### src/rtl/psram_ctrl.sv
// -----------------------------------------------------------------------------
// psram_ctrl
//
// Memory-side responder for MemCtrl requests from HuCard mappers. Each CPU bus
// cycle carries at most one byte access. This block turns that access into one
// timed asynchronous PSRAM cycle on a 16-bit bus shared by two chips.
//
// A start is the rising edge of req_strobe while req_ce is high. The start
// takes effect on the same clock edge that first samples the strobe high.
// When the controller is busy, one start is held in a one-deep pending slot.
// A start that arrives while that slot is full is dropped, and the sticky ovr
// flag is set.
//
// Ports
//   clk, rst        clock; asynchronous active-high reset
//   req_ce          the request targets this memory
//   req_strobe      CPU cycle strobe; its rising edge starts an access
//   req_oe, req_we  read / write request (write wins when both are set)
//   req_addr[23:0]  [23] chip select, [22:1] word address, [0] byte lane
//   req_dati[7:0]   write data
//   req_dato[7:0]   last byte read (holds between reads)
//   busy            an access or its recovery time is in progress
//   ovr             sticky flag: a start was dropped
//   mem_*           PSRAM pins: word address, chip enables, OE#, WE#, UB#,
//                   LB#, data in from the pads, data out to the pads, and the
//                   pad output enable
// -----------------------------------------------------------------------------
module psram_ctrl #(
    parameter int RD_CYC  = 4,  // clocks the read strobes are held (>=2)
    parameter int WR_CYC  = 4,  // clocks from access start to WE# release (>=2)
    parameter int REC_CYC = 2   // clocks of CE# high recovery (>=1)
) (
    input  logic        clk,
    input  logic        rst,
    input  logic        req_ce,
    input  logic        req_strobe,
    input  logic        req_oe,
    input  logic        req_we,
    input  logic [23:0] req_addr,
    input  logic [7:0]  req_dati,
    output logic [7:0]  req_dato,
    output logic        busy,
    output logic        ovr,
    output logic [21:0] mem_addr,
    output logic [1:0]  mem_ce_n,
    output logic        mem_oe_n,
    output logic        mem_we_n,
    output logic        mem_ub_n,
    output logic        mem_lb_n,
    input  logic [15:0] mem_dq_i,
    output logic [15:0] mem_dq_o,
    output logic        mem_dq_oe
);

    localparam logic [1:0] ST_IDLE = 2'd0;
    localparam logic [1:0] ST_RD   = 2'd1;
    localparam logic [1:0] ST_WR   = 2'd2;
    localparam logic [1:0] ST_REC  = 2'd3;

    localparam int CNT_W = 8;
    localparam logic [CNT_W-1:0] RD_LAST  = CNT_W'(RD_CYC - 1);
    localparam logic [CNT_W-1:0] WE_LAST  = CNT_W'(WR_CYC - 1);
    localparam logic [CNT_W-1:0] WR_LAST  = CNT_W'(WR_CYC);
    localparam logic [CNT_W-1:0] REC_LAST = CNT_W'(REC_CYC - 1);

    logic [1:0]       state_q,     state_d;
    logic [CNT_W-1:0] cnt_q,       cnt_d;
    logic             strobe_q;
    logic             pend_q,      pend_d;
    logic             pend_we_q,   pend_we_d;
    logic [23:0]      pend_addr_q, pend_addr_d;
    logic [7:0]       pend_dati_q, pend_dati_d;
    logic             lane_q,      lane_d;
    logic [7:0]       dato_q,      dato_d;
    logic             busy_q,      busy_d;
    logic             ovr_q,       ovr_d;
    logic [21:0]      addr_q,      addr_d;
    logic [1:0]       ce_n_q,      ce_n_d;
    logic             oe_n_q,      oe_n_d;
    logic             we_n_q,      we_n_d;
    logic             ub_n_q,      ub_n_d;
    logic             lb_n_q,      lb_n_d;
    logic [15:0]      dq_o_q,      dq_o_d;
    logic             dq_oe_q,     dq_oe_d;

    logic        start;
    logic        launch;
    logic        l_we;
    logic [23:0] l_addr;
    logic [7:0]  l_dati;

    // NOTE: every signal driven here gets a default first, so no path leaves
    // one unassigned and no latch is inferred.
    always_comb begin
        state_d     = state_q;
        cnt_d       = cnt_q;
        pend_d      = pend_q;
        pend_we_d   = pend_we_q;
        pend_addr_d = pend_addr_q;
        pend_dati_d = pend_dati_q;
        lane_d      = lane_q;
        dato_d      = dato_q;
        ovr_d       = ovr_q;
        addr_d      = addr_q;
        ce_n_d      = ce_n_q;
        oe_n_d      = oe_n_q;
        we_n_d      = we_n_q;
        ub_n_d      = ub_n_q;
        lb_n_d      = lb_n_q;
        dq_o_d      = dq_o_q;
        dq_oe_d     = dq_oe_q;

        // Rising strobe edge on this memory with a real operation requested.
        start  = req_strobe & ~strobe_q & req_ce & (req_oe | req_we);

        // The pending slot is the default launch source. A direct start from
        // IDLE overrides it below.
        launch = 1'b0;
        l_we   = pend_we_q;
        l_addr = pend_addr_q;
        l_dati = pend_dati_q;

        case (state_q)
            ST_IDLE: begin
                if (pend_q) begin
                    launch = 1'b1;
                    pend_d = 1'b0;
                end else if (start) begin
                    launch = 1'b1;
                    l_we   = req_we;
                    l_addr = req_addr;
                    l_dati = req_dati;
                end
            end
            ST_RD: begin
                cnt_d = cnt_q + 8'd1;
                if (cnt_q == RD_LAST) begin
                    dato_d  = lane_q ? mem_dq_i[15:8] : mem_dq_i[7:0];
                    ce_n_d  = 2'b11;
                    oe_n_d  = 1'b1;
                    ub_n_d  = 1'b1;
                    lb_n_d  = 1'b1;
                    state_d = ST_REC;
                    cnt_d   = '0;
                end
            end
            ST_WR: begin
                cnt_d = cnt_q + 8'd1;
                // Pulling WE# low one clock after CE# gives the address and
                // data a clock of setup time.
                if (cnt_q == '0) begin
                    we_n_d = 1'b0;
                end
                if (cnt_q == WE_LAST) begin
                    we_n_d = 1'b1;
                end
                // CE#, the byte lanes and the pad drive stay asserted for one
                // clock after WE# rises, which gives the write its hold time.
                if (cnt_q == WR_LAST) begin
                    ce_n_d  = 2'b11;
                    ub_n_d  = 1'b1;
                    lb_n_d  = 1'b1;
                    dq_oe_d = 1'b0;
                    state_d = ST_REC;
                    cnt_d   = '0;
                end
            end
            default: begin  // ST_REC
                cnt_d = cnt_q + 8'd1;
                if (cnt_q == REC_LAST) begin
                    if (pend_q) begin
                        launch = 1'b1;
                        pend_d = 1'b0;
                    end else begin
                        state_d = ST_IDLE;
                    end
                end
            end
        endcase

        // A start while busy fills the pending slot. If the slot is already
        // full, the start is lost and reported through ovr. The full flag is
        // the registered one, so a slot that empties on this edge still counts
        // as full.
        if (start && (state_q != ST_IDLE || pend_q)) begin
            if (pend_q) begin
                ovr_d = 1'b1;
            end else begin
                pend_d      = 1'b1;
                pend_we_d   = req_we;
                pend_addr_d = req_addr;
                pend_dati_d = req_dati;
            end
        end

        if (launch) begin
            state_d = l_we ? ST_WR : ST_RD;
            cnt_d   = '0;
            addr_d  = l_addr[22:1];
            ce_n_d  = l_addr[23] ? 2'b01 : 2'b10;
            lane_d  = l_addr[0];
            lb_n_d  = l_addr[0];
            ub_n_d  = ~l_addr[0];
            we_n_d  = 1'b1;
            if (l_we) begin
                oe_n_d  = 1'b1;
                dq_oe_d = 1'b1;
                dq_o_d  = {l_dati, l_dati};
            end else begin
                oe_n_d  = 1'b0;
            end
        end

        busy_d = (state_d != ST_IDLE);
    end

    // NOTE: state is updated with non-blocking assignments, so every register
    // samples the values from before the edge, whatever the statement order.
    always_ff @(posedge clk or posedge rst) begin
        if (rst) begin
            state_q     <= ST_IDLE;
            cnt_q       <= '0;
            strobe_q    <= 1'b0;
            pend_q      <= 1'b0;
            pend_we_q   <= 1'b0;
            pend_addr_q <= '0;
            pend_dati_q <= '0;
            lane_q      <= 1'b0;
            dato_q      <= '0;
            busy_q      <= 1'b0;
            ovr_q       <= 1'b0;
            addr_q      <= '0;
            ce_n_q      <= 2'b11;
            oe_n_q      <= 1'b1;
            we_n_q      <= 1'b1;
            ub_n_q      <= 1'b1;
            lb_n_q      <= 1'b1;
            dq_o_q      <= '0;
            dq_oe_q     <= 1'b0;
        end else begin
            state_q     <= state_d;
            cnt_q       <= cnt_d;
            strobe_q    <= req_strobe;
            pend_q      <= pend_d;
            pend_we_q   <= pend_we_d;
            pend_addr_q <= pend_addr_d;
            pend_dati_q <= pend_dati_d;
            lane_q      <= lane_d;
            dato_q      <= dato_d;
            busy_q      <= busy_d;
            ovr_q       <= ovr_d;
            addr_q      <= addr_d;
            ce_n_q      <= ce_n_d;
            oe_n_q      <= oe_n_d;
            we_n_q      <= we_n_d;
            ub_n_q      <= ub_n_d;
            lb_n_q      <= lb_n_d;
            dq_o_q      <= dq_o_d;
            dq_oe_q     <= dq_oe_d;
        end
    end

    assign req_dato  = dato_q;
    assign busy      = busy_q;
    assign ovr       = ovr_q;
    assign mem_addr  = addr_q;
    assign mem_ce_n  = ce_n_q;
    assign mem_oe_n  = oe_n_q;
    assign mem_we_n  = we_n_q;
    assign mem_ub_n  = ub_n_q;
    assign mem_lb_n  = lb_n_q;
    assign mem_dq_o  = dq_o_q;
    assign mem_dq_oe = dq_oe_q;

endmodule

### config.mk
export PLATFORM = sky130hd
export DESIGN_NAME = psram_ctrl
export DESIGN_NICKNAME = d
export VERILOG_FILES = /design/src/rtl/psram_ctrl.sv
export SDC_FILE = /design/constraint.sdc
export NUM_CORES = 1
export LEC_CHECK = 0
export BUFFER_PORTS_ARGS = -buffer_cell sky130_fd_sc_hd__buf_4
export CAP_MARGIN = 20
export CORE_MARGIN = 2
export CORE_UTILIZATION = 39
export CTS_BUF_LIST = sky130_fd_sc_hd__clkbuf_16
export DETAILED_ROUTE_END_ITERATION = 6
export GPL_TIMING_DRIVEN = 0
export HOLD_SLACK_MARGIN = 0.15
export SYNTH_ARGS = -nofsm -noshare
export SYNTH_HDL_FRONTEND = slang
export SYNTH_SLANG_ARGS = --single-unit
### constraint.sdc
create_clock -name clk -period 3.7 [get_ports clk]
set_clock_uncertainty 0.05 [all_clocks]
set_input_delay 0.185 -clock clk [delete_from_list [all_inputs] [get_ports clk]]
set_output_delay 0.185 -clock clk [all_outputs]
set_load 0.1 [all_outputs]
==> results of run 1 <==
stage by stage:
stage / util / worst slack (ns) / setup TNS [ns] / cell area (um2) / cells
2_1_floorplan: - / 1.05 / 0 / 4440 / 373
3_3_place_gp: 0.494 / -0.173 / -14.54 / 5430 / 621
3_5_place_dp: 0.497 / 1.08 / 0 / 5460 / 622
4_1_cts: 0.569 / 1.06 / 0 / 6250 / 688
5_1_grt: 0.569 / 0.892 / 0 / 6250 / 688
6_report: 0.569 / 1.06 / 0 / 6250 / 688
Yosys cell counts (all sizes together), types with 3 or more instances:
cell type,count,area share
inv,10,0.0085
mux2i,33,0.075
o2111ai,3,0.0059
nor3,8,0.014
nand2,43,0.036
a21oi,6,0.0076
o21a,3,0.0051
nor2,13,0.015
ha,7,0.020
nand3,3,0.0034
o21ai,38,0.043
clkbuf,6,0.0051
dfrtp,87,0.49
dfstp,6,0.036
mux2,49,0.13
buf,21,0.034
xor2,4,0.0079
tightest hold or removal path: cells and delay by family:
kind	cells	cell delay [ns]
AO/OA/AOI/OAI	1	0.17
buffers and inverters	1	0.08
multiplexers	1	0.07
layout by cell type, fill, tap and decap left out, types with 2 or more instances in the layout:
cell type	instances
buf_4	119
dfrtp_1	87
dlygate4sd3_1	50
nand2_1	43
mux2_2	41
o21ai_0	34
mux2i_1	32
nor2_1	12
inv_1	10
clkbuf_16	9
mux2_4	8
ha_1	7
clkbuf_1	6
buf_2	6
nor3_1	6
dfstp_2	6
a21oi_1	5
o21ai_1	4
xor2_1	4
buf_6	3
nand3_1	3
o21a_1	3
o2111ai_1	3
or3_1	2
nor3_4	2
o21bai_1	2
and3b_1	2
nor2b_1	2
nor3b_1	2
o211ai_1	2
o31ai_1	2
o32ai_1	2
a22o_1	2
inv_6	2
registers in the layout (all words and copies together), names as in the netlist, 2 cells and up:
name	count
mem_ce_n	2
mem_dq_o	8
pend_addr_q	24
pend_dati_q	8
req_dato	8
state_q	2
cnt_q	8
mem_addr	22
cell type report:
type,count,area share
Tap cell,140,0.0280
Clock buffer,9,0.0361
Buffer,27,0.0276
Inverter,10,0.00641
Multi-Input combinational cell,243,0.303
Timing Repair Buffer,159,0.214
Clock inverter,7,0.0106
Sequential cell,93,0.374
worst max path at each step:
stage,start,end,slack (ns),cells past startpoint
after floorplan,rst,busy$_DFF_PP0_,1.05,1
after detailed placement,state_q[1]$_DFF_PP0_,mem_dq_o[8]$_DFFE_PP0P_,1.08,8
after global placement,rst,mem_dq_o[9]$_DFFE_PP0P_,-0.17,2
after CTS,state_q[1]$_DFF_PP0_,mem_dq_o[9]$_DFFE_PP0P_,1.06,8
after global routing,state_q[1]$_DFF_PP0_,mem_dq_o[9]$_DFFE_PP0P_,0.89,8
final,state_q[1]$_DFF_PP0_,mem_dq_o[9]$_DFFE_PP0P_,1.06,8
what timing repair did:
| action | CTS | global route |
|---|---|---|
| hold buffers | 50 | 0 |
| endpoints found under the hold margin | 90 | 0 |
| setup endpoints to repair | 0 | 0 |
| buffers inserted | 0 | 0 |
kinds of logic (layout without fill, tap and decap cells):
kind of cell,Yosys count,after routing,share of synthesized area
buf+inv,37,212,0.0473
xor+xnor,4,4,0.00789
simple gates,83,83,0.0995
flops,93,93,0.526
compound gates,67,67,0.0933
mux,82,82,0.206
fa+ha+maj,7,7,0.0197
metal layers:
layer / vias up / track usage / wire (um)
met1: 1658 / 0.229 / 4730
met2: 79 / 0.304 / 5160
met4: 0 / 0.0683 / 181
met3: 14 / 0.0306 / 391
li1: 1651 / - / -
met5: - / 0 / 0
==> flow_summary.json, run 1 <==
{
  "status": "finished clean",
  "hold_path.class": "in -> reg",
  "max_freq_mhz": 378,
  "cts.sinks": 93,
  "initial_core_util": 0.404,
  "critPathMaxStageDelay_ns": 0.55,
  "ys_seq_area_frac": 0.526,
  "grt_start_max_net_pins": 69,
  "final_layout_size_suffix_gt1_frac": 0.380,
  "synth_nets": 434,
  "whs_ns": 0.168,
  "die-area_um2": 12300,
  "ctsResizeCount": 0,
  "ant_nets": 0,
  "tritoncts": "yes",
  "drtIter0Drc": 106,
  "rr_worst_depth": 8,
  "crit_type": "reg -> reg",
  "finalSetupViolCount": 0,
  "antenna_cells": 0,
  "synth_cells": 373,
  "layout.nets": 604,
  "grt_pass1_vias": 3659,
  "crit_fanout": 9,
  "insertion_delay_ns": 0.34,
  "crit_family": "multiplexers",
  "via_count": 3402,
  "drc_errors": 0,
  "regArea_um2": 2330,
  "multiInputGateArea_um2": 1890,
  "hold_end": "req_dato[1]$_DFFE_PP0P_",
  "ys_warn_count": 0,
  "avgSynthCellArea_um2": 11.9,
  "firstDrtPassIters": 4,
  "grt.total_usage": 0.179,
  "coreArea_um2": 11000,
  "detailed_place_hpwl_um": 7050,
  "cts.path.max_buffers": 2,
  "antenna_found_initial": 0,
  "htreeDepth": 3,
  "pin_count": 109,
  "globalRouteOverflowTotal": 0,
  "cp-start-kind": "register",
  "portBuffers": 108,
  "synth_seq_cells": 93,
  "yosysUniqueCellTypes": 51,
  "rsz0062_at_grt": "no",
  "arrival_ns": 2.81,
  "ys.flop_type": "dfrtp_1",
  "min_period_ns": 2.64,
  "grt_pass1_wl_um": 18000,
  "area.growth.synth_to_final_pct": 40.7,
  "avgRoutedWirePerCell_um": 15.2,
  "dieHeight_um": 111,
  "required_ns": 3.87,
  "routed_via_density": 4.94,
  "async_reset_ff_frac": 1.00,
  "synth-edff-count": 0,
  "slowest_stage": "mux2i_2",
  "clkTransAtPathRegs_ns": 0.06,
  "cp_num_buf_inv": 3,
  "slew_headroom": 0.442,
  "worstSetupEndpointType": "register",
  "holdPathStages": 3,
  "hold_start": "mem_dq_i[9]",
  "r2r_slack_ns": 1.06,
  "hold_viol_final": 0,
  "worstPathCellList": "inv_1 -> ha_1 -> buf_2 -> inv_2 -> nor4_4 -> mux2i_2 -> nor2_8 -> mux2_4",
  "r2r-start": "state_q[1]$_DFF_PP0_",
  "r2r_end": "mem_dq_o[9]$_DFFE_PP0P_",
  "drv_cap": 0,
  "layout_worst_path_cycle_share": 0.714,
  "cts_made_buffers": 9,
  "rows": 38,
  "nFillCells": 926,
  "gp_congestion": 0.759,
  "cts_root_buf": "clkbuf_16",
  "slew_viol_final": 0,
  "wl_um": 10500,
  "die_x_um": 111,
  "syn_area_um2": 4440,
  "max_slew.worst_pin.slew_ns": 0.824
}
Power of run 1 is not shown: default switching activity piles up to over one toggle a cycle in this logic, so the estimate is an artifact.
==> run 2: changes to the inputs <==
--- a/config.mk
+++ b/config.mk
@@ -5,6 +5,7 @@
 export SDC_FILE = /design/constraint.sdc
 export NUM_CORES = 1
 export LEC_CHECK = 0
+export ABC_AREA = 1
 export BUFFER_PORTS_ARGS = -buffer_cell sky130_fd_sc_hd__buf_4
 export CAP_MARGIN = 20
 export CORE_MARGIN = 2
==> constraint.sdc (replaced) <==
create_clock -name clk -period 2.4 [get_ports clk]
set_clock_uncertainty 0.05 [all_clocks]
set_input_delay 0.12 -clock clk [delete_from_list [all_inputs] [get_ports clk]]
set_output_delay 0.12 -clock clk [all_outputs]
set_load 0.1 [all_outputs]
==> run 2 against run 1 <==
  * First-iteration DRC count grew 75%
  * Core utilization shrank 0.76 points
  * Die area grew 1.2%
  * Cell area grew 1.7%
  * Largest cell class unchanged
==> flow_summary.json, run 2 <==
{
  "via_count": 4072,
  "layout.nets": 743,
  "required_ns": 2.60,
  "grt_pass1_wl_um": 19600,
  "synth.largest_area_cell": "dfrtp_1",
  "ys_seq_area_frac": 0.520,
  "final_layout_size_suffix_gt1_frac": 0.275,
  "cts.sinks": 93,
  "insertion_delay_ns": 0.34,
  "crit_fanout": 10,
  "pin_count": 109,
  "crit_type": "reg -> reg",
  "area.growth.synth_to_final_pct": 41.4,
  "drc_errors": 0,
  "htreeDepth": 3,
  "grt.met3_usage": 0.0365,
  "finalSetupViolCount": 0,
  "hold_end": "ovr$_DFFE_PP0P_",
  "max_slew.worst_pin.slew_ns": 0.485,
  "min_period_ns": 2.03,
  "slew_viol_final": 0,
  "synth_cells": 510,
  "syn_area_um2": 4490,
  "synth_seq_cells": 93,
  "initial_core_util": 0.397,
  "routed_via_density": 4.91,
  "post-place-ws_ns": 0.405,
  "async_reset_ff_frac": 1.00,
  "nFillCells": 1024,
  "dieHeight_um": 111,
  "r2r-start": "state_q[0]$_DFF_PP0_",
  "ys_warn_count": 0,
  "firstDrtPassIters": 6,
  "grt-busiest-layer": "met2",
  "grt.total_usage": 0.193,
  "holdPathStages": 5,
  "cts.path.max_buffers": 2,
  "avgRoutedWirePerCell_um": 14.0,
  "die_x_um": 111,
  "grt_pass1_vias": 4108,
  "grt_start_max_net_pins": 41,
  "max_freq_mhz": 492,
  "hold_buffers": 51,
  "avgSynthCellArea_um2": 8.81,
  "die-area_um2": 12400,
  "coreArea_um2": 11300,
  "synth_commonest_cells": "nand2_1, dfrtp_1, nor2_1",
  "fin_tns_setup_ns": 0,
  "final_cell_mix": "nand2_1, buf_4, dfrtp_1",
  "ant_nets": 0,
  "synth-edff-count": 0,
  "hold_path.class": "in -> reg",
  "status": "finished clean",
  "multiInputGateArea_um2": 1810,
  "r2r_slack_ns": 0.37,
  "largest_register": "pend_addr_q",
  "arrival_ns": 2.24,
  "cts_made_buffers": 9,
  "fin_ws_ns": 0.368,
  "cts_root_buf": "clkbuf_16",
  "largest_register_ffs": 24,
  "r2r_end": "mem_addr[19]$_DFFE_PP0P_",
  "portBuffers": 108,
  "synth_top_area_share": 0.485,
  "yosysUniqueCellTypes": 32,
  "synth_nets": 571,
  "rows": 39,
  "synthTopCellsByArea": "dfrtp_1, nand2_1, nor2_1",
  "wl_um": 11600,
  "detailed_place_hpwl_um": 8080,
  "globalRouteOverflowTotal": 0,
  "hold_viol_final": 0,
  "tritoncts": "yes",
  "antenna_cells": 0,
  "drtIter0Drc": 185,
  "slew_headroom": 0.677,
  "ys.flop_type": "dfrtp_1",
  "gp_congestion": 0.865,
  "rsz0062_at_grt": "no",
  "layout_worst_path_cycle_share": 0.847,
  "cp-start-kind": "register",
  "drv_cap": 0,
  "grt_use_met1": 0.245,
  "mostFrequentLayoutCell": "nand2_1",
  "antenna_found_initial": 0,
  "cts_setup_buffers": 0,
  "hold_start": "req_oe",
  "ctsResizeCount": 0,
  "grt_use_met2": 0.333,
  "clkTransAtPathRegs_ns": 0.07,
  "worstSetupEndpointType": "register",
  "rr_worst_depth": 10,
  "synth_most_common_cell": "nand2_1",
  "regArea_um2": 2330
}
-- run 2: cell count changes after synthesis, moves of 6 or more --
cell	before	now
o21ai_2	0	7
nand2_1	43	148
a31oi_1	0	31
nand3_1	3	20
mux2_4	8	0
o21ai_0	34	28
mux2_2	41	12
mux2_1	0	10
nor3_1	6	0
nor2_1	12	55
mux2i_1	32	0
inv_1	9	35
-- run 2: worst max path at each step --
stage,from,to,slack [ns],depth (start not counted)
2_1_floorplan,state_q[0]$_DFF_PP0_,mem_dq_o[10]$_DFFE_PP0P_,0.70,9
3_3_place_gp,rst,mem_dq_o[7]$_DFFE_PP0P_,0.44,2
3_5_place_dp,state_q[0]$_DFF_PP0_,mem_addr[15]$_DFFE_PP0P_,0.40,10
4_1_cts,state_q[0]$_DFF_PP0_,mem_addr[19]$_DFFE_PP0P_,0.37,10
5_1_grt,state_q[0]$_DFF_PP0_,mem_addr[19]$_DFFE_PP0P_,0.20,10
6_report,state_q[0]$_DFF_PP0_,mem_addr[19]$_DFFE_PP0P_,0.37,10
-- run 2: per-layer routing --
metal  vias up  wire length, um
met5         -                0
met4         0              153
met3        13              556
met2       109             5650
met1      1936             5260
li1       2014                -
-- run 2: through the flow --
| stage | hold WS (ns) | instance area [um2] | util | std cells |
|---|---|---|---|---|
| 2_1_floorplan | 0.101 | 4500 | - | 510 |
| 3_3_place_gp | 0.189 | 5490 | 0.485 | 761 |
| 3_5_place_dp | 0.0953 | 5530 | 0.488 | 763 |
| 4_1_cts | 0.185 | 6350 | 0.561 | 830 |
| 5_1_grt | 0.229 | 6350 | 0.561 | 830 |
| 6_report | 0.175 | 6350 | 0.561 | 830 |
-- run 2: final cells by class --
class,instances,area share
Tap cell,143,0.0282
Buffer,30,0.0307
Clock inverter,7,0.0144
Inverter,42,0.0254
Timing Repair Buffer,161,0.214
Clock buffer,9,0.0354
Multi-Input combinational cell,345,0.284
Sequential cell,93,0.367
-- run 2: cells by family after synthesis --
| logic type | count (synthesis) | share of synthesized area |
|---|---|---|
| DFF | 93 | 0.520 |
| adders and majority gates | 7 | 0.0195 |
| and+or+nand+nor | 237 | 0.219 |
| muxes | 22 | 0.0551 |
| buffers and inverters | 72 | 0.0785 |
| AOI/OAI and AO/OA | 79 | 0.108 |
-- run 2: critical path, cell delays in order (launching register included) --
cell and delay [ns]:
dfrtp_1 0.42, inv_1 0.11, ha_1 0.19, inv_2 0.11
nor2_1 0.18, nand2_4 0.12, inv_2 0.08, buf_4 0.18
buf_2 0.25, nand2_1 0.09, a31oi_1 0.16
Power of run 2 is left out for the same reason.
